===== src/rtl/frame_maker_top.sv =====
// CAN bus framing tracker: integration, idle, frame, intermission, overload/error flags and delimiter.
// Latency: isStart/endOverload are registered, so they rise on the sample point after the triggering bit.
// Backpressure: none; the block advances one bit per samplePoint and cannot stall.
module frame_maker_top #(
  parameter int INTEG_BITS  = 11,
  parameter int DELIM_BITS  = 8,
  parameter int INTERM_BITS = 3
) (
  input  logic samplePoint,
  input  logic reset,
  input  logic canRX,
  input  logic frameReady,
  input  logic isError,
  output logic endOverload,
  output logic isStart
);

  typedef enum logic [2:0] {
    ST_INTEGRATE    = 3'd0,
    ST_IDLE         = 3'd1,
    ST_FRAME        = 3'd2,
    ST_INTERMISSION = 3'd3,
    ST_OVL_FLAG     = 3'd4,
    ST_ERR_FLAG     = 3'd5,
    ST_DELIM        = 3'd6
  } state_t;

  // Terminal counts, as 4-bit values so they compare directly with the counter.
  localparam logic [3:0] INTEG_LAST  = 4'(INTEG_BITS);
  localparam logic [3:0] DELIM_LAST  = 4'(DELIM_BITS);
  localparam logic [3:0] INTERM_LAST = 4'(INTERM_BITS);

  state_t     state_q, state_d;
  logic [3:0] cnt_q, cnt_d;
  // Remembers which flag state led into DELIM, so a dominant bit there returns to it.
  logic       from_err_q, from_err_d;
  logic       is_start_q, is_start_d;
  logic       end_ovl_q, end_ovl_d;
  logic [3:0] cnt_inc;

  // Saturating increment: the counter holds at 15 instead of wrapping.
  always_comb begin
    cnt_inc = (cnt_q == 4'd15) ? cnt_q : cnt_q + 4'd1;
  end

  // Next-state, counter and pulse decode for each bus phase.
  always_comb begin
    state_d    = state_q;
    cnt_d      = cnt_q;
    from_err_d = from_err_q;
    is_start_d = 1'b0;
    end_ovl_d  = 1'b0;
    unique case (state_q)
      ST_INTEGRATE: begin
        if (!canRX) begin
          cnt_d = 4'd0;
        end else if (cnt_inc == INTEG_LAST) begin
          state_d = ST_IDLE;
          cnt_d   = 4'd0;
        end else begin
          cnt_d = cnt_inc;
        end
      end
      ST_IDLE: begin
        if (!canRX) begin
          state_d    = ST_FRAME;
          cnt_d      = 4'd0;
          is_start_d = 1'b1;
        end
      end
      ST_FRAME: begin
        if (isError) begin
          state_d = ST_ERR_FLAG;
          cnt_d   = 4'd0;
        end else if (frameReady) begin
          state_d = ST_INTERMISSION;
          cnt_d   = 4'd0;
        end
      end
      ST_INTERMISSION: begin
        // cnt_q counts recessive intermission bits already seen; cnt_inc is the current bit index.
        if (isError) begin
          state_d = ST_ERR_FLAG;
          cnt_d   = 4'd0;
        end else if (!canRX) begin
          cnt_d = 4'd0;
          if (cnt_inc >= INTERM_LAST) begin
            // Dominant in the last intermission bit is a start-of-frame.
            state_d    = ST_FRAME;
            is_start_d = 1'b1;
          end else begin
            state_d = ST_OVL_FLAG;
          end
        end else if (cnt_inc >= INTERM_LAST) begin
          state_d = ST_IDLE;
          cnt_d   = 4'd0;
        end else begin
          cnt_d = cnt_inc;
        end
      end
      ST_OVL_FLAG, ST_ERR_FLAG: begin
        if (isError && state_q == ST_OVL_FLAG) begin
          state_d = ST_ERR_FLAG;
          cnt_d   = 4'd0;
        end else if (canRX) begin
          // This recessive bit is already the first delimiter bit.
          state_d    = ST_DELIM;
          cnt_d      = 4'd1;
          from_err_d = (state_q == ST_ERR_FLAG);
        end
      end
      ST_DELIM: begin
        if (isError) begin
          state_d = ST_ERR_FLAG;
          cnt_d   = 4'd0;
        end else if (!canRX) begin
          state_d = from_err_q ? ST_ERR_FLAG : ST_OVL_FLAG;
          cnt_d   = 4'd0;
        end else if (cnt_inc == DELIM_LAST) begin
          state_d   = ST_INTERMISSION;
          cnt_d     = 4'd0;
          end_ovl_d = 1'b1;
        end else begin
          cnt_d = cnt_inc;
        end
      end
      default: begin
        state_d = ST_INTEGRATE;
        cnt_d   = 4'd0;
      end
    endcase
  end

  // State, counter and registered pulses; reset wins over every input.
  always_ff @(posedge samplePoint) begin
    if (reset) begin
      state_q    <= ST_INTEGRATE;
      cnt_q      <= 4'd0;
      from_err_q <= 1'b0;
      is_start_q <= 1'b0;
      end_ovl_q  <= 1'b0;
    end else begin
      state_q    <= state_d;
      cnt_q      <= cnt_d;
      from_err_q <= from_err_d;
      is_start_q <= is_start_d;
      end_ovl_q  <= end_ovl_d;
    end
  end

  assign isStart     = is_start_q;
  assign endOverload = end_ovl_q;

endmodule


===== config.mk =====
export PLATFORM = sky130hd
export DESIGN_NAME = frame_maker_top
export DESIGN_NICKNAME = d
export VERILOG_FILES = /design/src/rtl/frame_maker_top.sv
export SDC_FILE = /design/constraint.sdc
export NUM_CORES = 1
export LEC_CHECK = 0
export ABC_AREA = 1
export BUFFER_PORTS_ARGS = -buffer_cell sky130_fd_sc_hd__buf_2
export CORE_MARGIN = 4
export CORE_UTILIZATION = 61
export DETAILED_ROUTE_END_ITERATION = 10
export PLACE_DENSITY = 0.81
export RECOVER_POWER = 100
export SLEW_MARGIN = 30
export SYNTH_ARGS = -nofsm -noshare
export SYNTH_HDL_FRONTEND = slang
export SYNTH_SLANG_ARGS = --single-unit

===== constraint.sdc =====
create_clock -name samplePoint -period 5.45 [get_ports samplePoint]
set_clock_uncertainty 0.2 [all_clocks]
set_input_delay 1.09 -clock samplePoint [delete_from_list [all_inputs] [get_ports samplePoint]]
set_output_delay 1.09 -clock samplePoint [all_outputs]
set_load 0.01 [all_outputs]

==> impl_metrics.ini, run 1 <==
[sta]
period_share = 0.448
max_slew_margin = 0.807
timing.final.setup_violations = 0
tns_ns = 0
max_freq_ghz = 0.410
worstMarginPinSlew_ns = 0.289
rsz0062_at_grt = no
finalMaxSlewViolations = 0
hold_violations = 0
fin_crit_ns = 2.44

[setup_path]
slowest_stage = clkbuf_1
arrival_ns = 2.44
timing_worst_setup_path_type = primary input to flop
end_kind = flop
crit_family = simple AND/OR/NAND/NOR gates
crit_path_frequent_cell = nand2_1
crit_required_ns = 5.45
crit_chain = clkbuf_1 > nand2_1 > nand2_1 > nand2_1 > o21ai_2 > nand3_1 > a21oi_1 > nand3_1 > nand2_1 > nand2_1 > nor2_2
start_kind = primary input
crit_buf_inv = 1
critPathMaxFanout = 7
slowest_delay_ns = 0.22

[floorplanning]
core-area_um2 = 1300
fp.dieArea_um2 = 2020
die_h_um = 45.0
ioPinCount = 7
start_util = 0.640
rows = 13
dieWidth_um = 45.0

[yosys]
synth_top_area_cell = dfxtp_1
syn_inst = 142
synth_warnings = 0
synth.distinct_cells = 26
synth_fp_nets = 148
ys_seq_area_frac = 0.240
synth_area_um2 = 833
synth_area_per_cell_um2 = 5.87
synth_seq_cells = 10
yosysTopAreaCellShare = 0.240
synth_area_leaders = dfxtp_1 (24%), nand2_1 (19%), nor2_1 (9.0%), nand3_1 (6.6%), inv_1 (5.9%)

[clock_tree]
clkLatencyLatePin_ns = 0.26
root_buffer = clkbuf_4
cts_made_buffers = 3
cts.hold.buffers_added = 0
cts_setup_buffers = 0
clkSinkCount = 10
clockBufferDepth = 2
cts-resized-gates = 0
cts_tree = done
h-tree-depth = 1
clk_pin_slew_ns = 0.06

[run_status]
status = completed

[global_routing]
grt_pass1_wl_um = 3280
grt_max_degree = 10
gr-total-overflow = 0
grt_pass1_vias = 818
antenna_found_initial = 0
grt_use_total = 0.212

[worst_hold_path]
hp-class = flop to flop

[place]
place.gp.congestion = 0.981
place_hpwl_um = 1510
post_dp_cell_area_um2 = 866
numPortBuffers = 6

[layout]
layout-drive-gt1-share = 0.108
nets = 156
syn2layout_area_growth_pct = 1.50
postLayoutCellArea_um2 = 846
post-route-util = 0.650
fillers = 132
n_antenna_cell = 0

[detailed_routing]
drt_iter0_drc = 37
via_per_inst = 5.53
dr.pass1.iters = 4
ant_nets = 0
vias = 901
drc = 0
routedWlPerCell_um = 11.4
wirelength_um = 1870

[flow_run]
cap_viol_max_count = 0

[power_and_ir_drop]
ir_worst_vdd_v = 0.000210
p_per_area_nw_per_um2 = 402
power.leakage_nw = 0.389
-- cells in the final DEF (no fill, tap or decap) --
| cell | netlist | routed |
|---|---|---|
| a21boi_0 | 1 | 1 |
| a21oi_1 | 8 | 9 |
| a31oi_1 | 1 | 1 |
| buf_2 | 1 | 3 |
| clkbuf_1 | 0 | 3 |
| clkbuf_4 | 0 | 3 |
| dfxtp_1 | 10 | 10 |
| ha_1 | 1 | 1 |
| inv_1 | 13 | 14 |
| inv_2 | 4 | 3 |
| nand2_1 | 42 | 45 |
| nand2_2 | 4 | 1 |
| nand3_1 | 11 | 13 |
| nand3_2 | 3 | 1 |
| nand4_1 | 3 | 3 |
| nor2_1 | 20 | 22 |
| nor2_2 | 5 | 4 |
| nor3_1 | 3 | 3 |
| nor4_1 | 1 | 1 |
| o211ai_1 | 1 | 1 |
| o21ai_0 | 3 | 3 |
| o21ai_1 | 1 | 1 |
| o21ai_2 | 1 | 1 |
| o221ai_1 | 1 | 1 |
-- cell type report --
type                    count  area [um2]  share of cell area
flip-flops and latches     10         200               0.237
multi-input cells         112         514               0.608
repair buffers              6        26.3              0.0311
inverters                  17        63.8              0.0754
clock buffers               3        22.5              0.0266
well taps                  15        18.8              0.0222
-- registers in the layout (all words and copies together) (netlist names) --
register and flops:
from_err_q 1, state_q 3, isStart 1, endOverload 1, cnt_q 4
-- where the power goes --
group | internal, mW | switching (mW)
clock | 0.0254 | 0.0233
combinational | 0.0615 | 0.121
sequential | 0.0874 | 0.0214
total | 0.174 | 0.166
-- layer usage --
metal	global-route usage	wire [um]	vias to the layer above	part of all wire
li1	-	-	471	-
met4	0.0292	12	0	0.0064
met2	0.387	937	35	0.50
met3	0.0598	120	5	0.064
met1	0.248	795	390	0.43
met5	0	0	-	0
-- tightest hold or removal path, cell delays in order, from the launching register on --
cell and delay (ns):
dfxtp_1 0.32, o21ai_0 0.07, a21oi_1 0.07
-- per-stage QoR --
step / setup slack, ns / std cells / hold slack, ns / power [mW]
global placement: 3.02 / 160 / 0.298 / 0.307
floorplan: 3.25 / 142 / 0.250 / 0.274
finish: 3.01 / 163 / 0.307 / 0.340
global route: 2.85 / 163 / 0.367 / 0.376
CTS: 3.25 / 163 / 0.303 / 0.361
detailed placement: 2.97 / 160 / 0.296 / 0.311
-- path summary, 6_finish.rpt --
check	start	end	slack, ns	depth (start not counted)
min	from_err_q	from_err_q	0.31	2
max	isError	state_q[1]	3.01	11
max reg2reg	cnt_q[1]	state_q[1]	3.20	11
min reg2reg	from_err_q	from_err_q	0.31	2
-- cell usage after synthesis --
cell type  count
nor2_2         5
o21ai_0        3
nor2_4         1
buf_1          1
inv_2          4
nand2_2        4
ha_1           1
buf_4          1
buf_2          1
nand2_1       42
a21oi_4        1
o21ai_1        1
a21boi_0       1
nand3_2        3
o221ai_1       1
a31oi_1        1
dfxtp_1       10
nor3_1         3
nor4_1         1
a21oi_1        8
nand4_1        3
nand3_1       11
inv_1         13
o211ai_1       1
nor2_1        20
o21ai_2        1
-- kinds of logic (layout without fill, tap and decap cells) --
kind of cell / after synthesis / in the layout / share of synthesized area
fa+ha+maj: 1 / 1 / 0.0150
buf+inv: 20 / 26 / 0.0961
simple gates: 93 / 93 / 0.511
flops: 10 / 10 / 0.240
compound gates: 18 / 18 / 0.138
Note: power is estimated with default switching activity, not from simulation.
==> run 2, diff against run 1 <==
Settings changed: CORE_UTILIZATION 61 to 51, PLACE_DENSITY 0.81 to 0.72.
Clock period 5.45 ns to 2.1 ns, I/O delays scaled along.
==> impl_metrics.ini, run 2 (synthesis gave the netlist of run 1 again) <==
[detailed_routing]
wirelength_um = 2020
drc = 0
drt_iter0_drc = 13
via_per_inst = 5.38
routedWlPerCell_um = 12.2
dr.pass1.iters = 4
vias = 887
ant_nets = 0

[sta]
hold_violations = 0
max_freq_ghz = 0.531
max_slew_margin = 0.736
tns_ns = 0
worstMarginPinSlew_ns = 0.395
finalMaxSlewViolations = 0
period_share = 0.897
timing.final.setup_violations = 0
rsz0062_at_grt = no
fin_crit_ns = 1.88

[floorplanning]
dieWidth_um = 48.4
ioPinCount = 7
die_h_um = 48.4
core-area_um2 = 1520
rows = 14
start_util = 0.547
fp.dieArea_um2 = 2340

[clock_tree]
clkSinkCount = 10
clockBufferDepth = 2
cts_made_buffers = 3
clkLatencyLatePin_ns = 0.26
clk_pin_slew_ns = 0.06
root_buffer = clkbuf_4
h-tree-depth = 1
cts_tree = done
cts_setup_buffers = 0

[setup_path]
crit_required_ns = 2.06
critPathMaxFanout = 8
rr_worst_depth = 11
arrival_ns = 1.84
timing_worst_setup_path_type = flop to flop
start_kind = flop
rr_startpoint = cnt_q[2]
end_kind = flop
reg2reg_setup_slack_ns = 0.22
r2r-end = state_q[1]

[flow_run]
cap_viol_max_count = 0

[worst_hold_path]
min_to = cnt_q[1]
hp-class = primary input to flop
min-delay-start = reset
whs_path_depth = 2

[global_routing]
grt_max_degree = 10
gr-total-overflow = 0
grt_use_total = 0.181
grt_pass1_wl_um = 3420
antenna_found_initial = 0
grt_pass1_vias = 813

[power_and_ir_drop]
power.total_uw = 935
ir_worst_vdd_v = 0.000753
power.leakage_nw = 0.395
p_per_area_nw_per_um2 = 1040

[place]
place_hpwl_um = 1650
dp_cells = 162
post_dp_cell_area_um2 = 875
place.gp.congestion = 0.915
numPortBuffers = 6

[layout]
postLayoutCellArea_um2 = 902
layout-drive-gt1-share = 0.174
regMostFlops = cnt_q
stdcell_count = 165
syn2layout_area_growth_pct = 8.26
final_common_cell = nand2_1
n_antenna_cell = 0
largest_reg_flops = 4
fillers = 153
post-route-util = 0.592
top_regs = cnt_q (4), state_q (3)
nets = 157
final_cell_mix = nand2_1 (44), nor2_1 (21), inv_1 (14), nand3_1 (11)

[run_status]
status = completed
==> run 2: changes by cell type in the layout (fill, tap and decap cells not counted), moves of 2 or more <==
cell     delta
dfxtp_1     -2
dfxtp_2     +2
nand3_1     -2
nand3_2     +2
==> run 2: per-stage QoR <==
step                hold WS, ns  setup slack, ns
finish                    0.225            0.217
floorplan                 0.250            0.290
global route              0.219           0.0347
detailed placement        0.310            0.114
global placement          0.264            0.156
CTS                       0.212            0.102
==> run 2: final cells by class <==
cell class              count  area (um2)  share of cell area
multi-input cells         112         558               0.619
flip-flops and latches     10         203               0.225
inverters                  17        63.8              0.0707
repair buffers              7        35.0              0.0388
clock buffers               3        22.5              0.0250
well taps                  16        20.0              0.0222
==> run 2: power breakdown <==
| part | internal, mW | switching, mW | total (mW) |
|---|---|---|---|
| registers | 0.229 | 0.0585 | 0.288 |
| clock network | 0.0657 | 0.0573 | 0.123 |
| logic | 0.178 | 0.346 | 0.524 |
| total | 0.473 | 0.462 | 0.935 |
==> run 2: per-layer routing <==
metal | up-vias | track usage | routed length (um)
met5 | - | 0 | 0
met4 | 0 | 0.0461 | 33
met3 | 6 | 0.0583 | 70
met2 | 15 | 0.320 | 1090
met1 | 391 | 0.205 | 824
li1 | 475 | - | -
==> run 2: worst max-delay path by stage <==
| stage | to | slack [ns] | startpoint | depth (start not counted) |
|---|---|---|---|---|
| floorplan | state_q[1] | 0.29 | cnt_q[0] | 10 |
| CTS | state_q[2] | 0.10 | cnt_q[0] | 10 |
| detailed placement | state_q[2] | 0.11 | cnt_q[0] | 10 |
| global placement | state_q[1] | 0.16 | cnt_q[0] | 12 |
| finish | state_q[1] | 0.22 | cnt_q[2] | 11 |
| global route | cnt_q[3] | 0.03 | state_q[1] | 10 |
==> run 2: critical path, stage by stage, from the launching register on <==
cell and delay, ns:
dfxtp_1 0.48, nand2_1 0.09, nor2_1 0.09, nand2_1 0.08
nand2_1 0.11, nand2_1 0.07, nor2_1 0.19, nand3_1 0.17
nand3_2 0.14, nand2_1 0.06, nand2_1 0.07, nor2_2 0.03
==> run 2: repair_timing <==
| item | in CTS | in global routing |
|---|---|---|
| hold buffers | 0 | 0 |
| resized for setup | 0 | 4 |
| setup endpoints to repair | 0 | 6 |
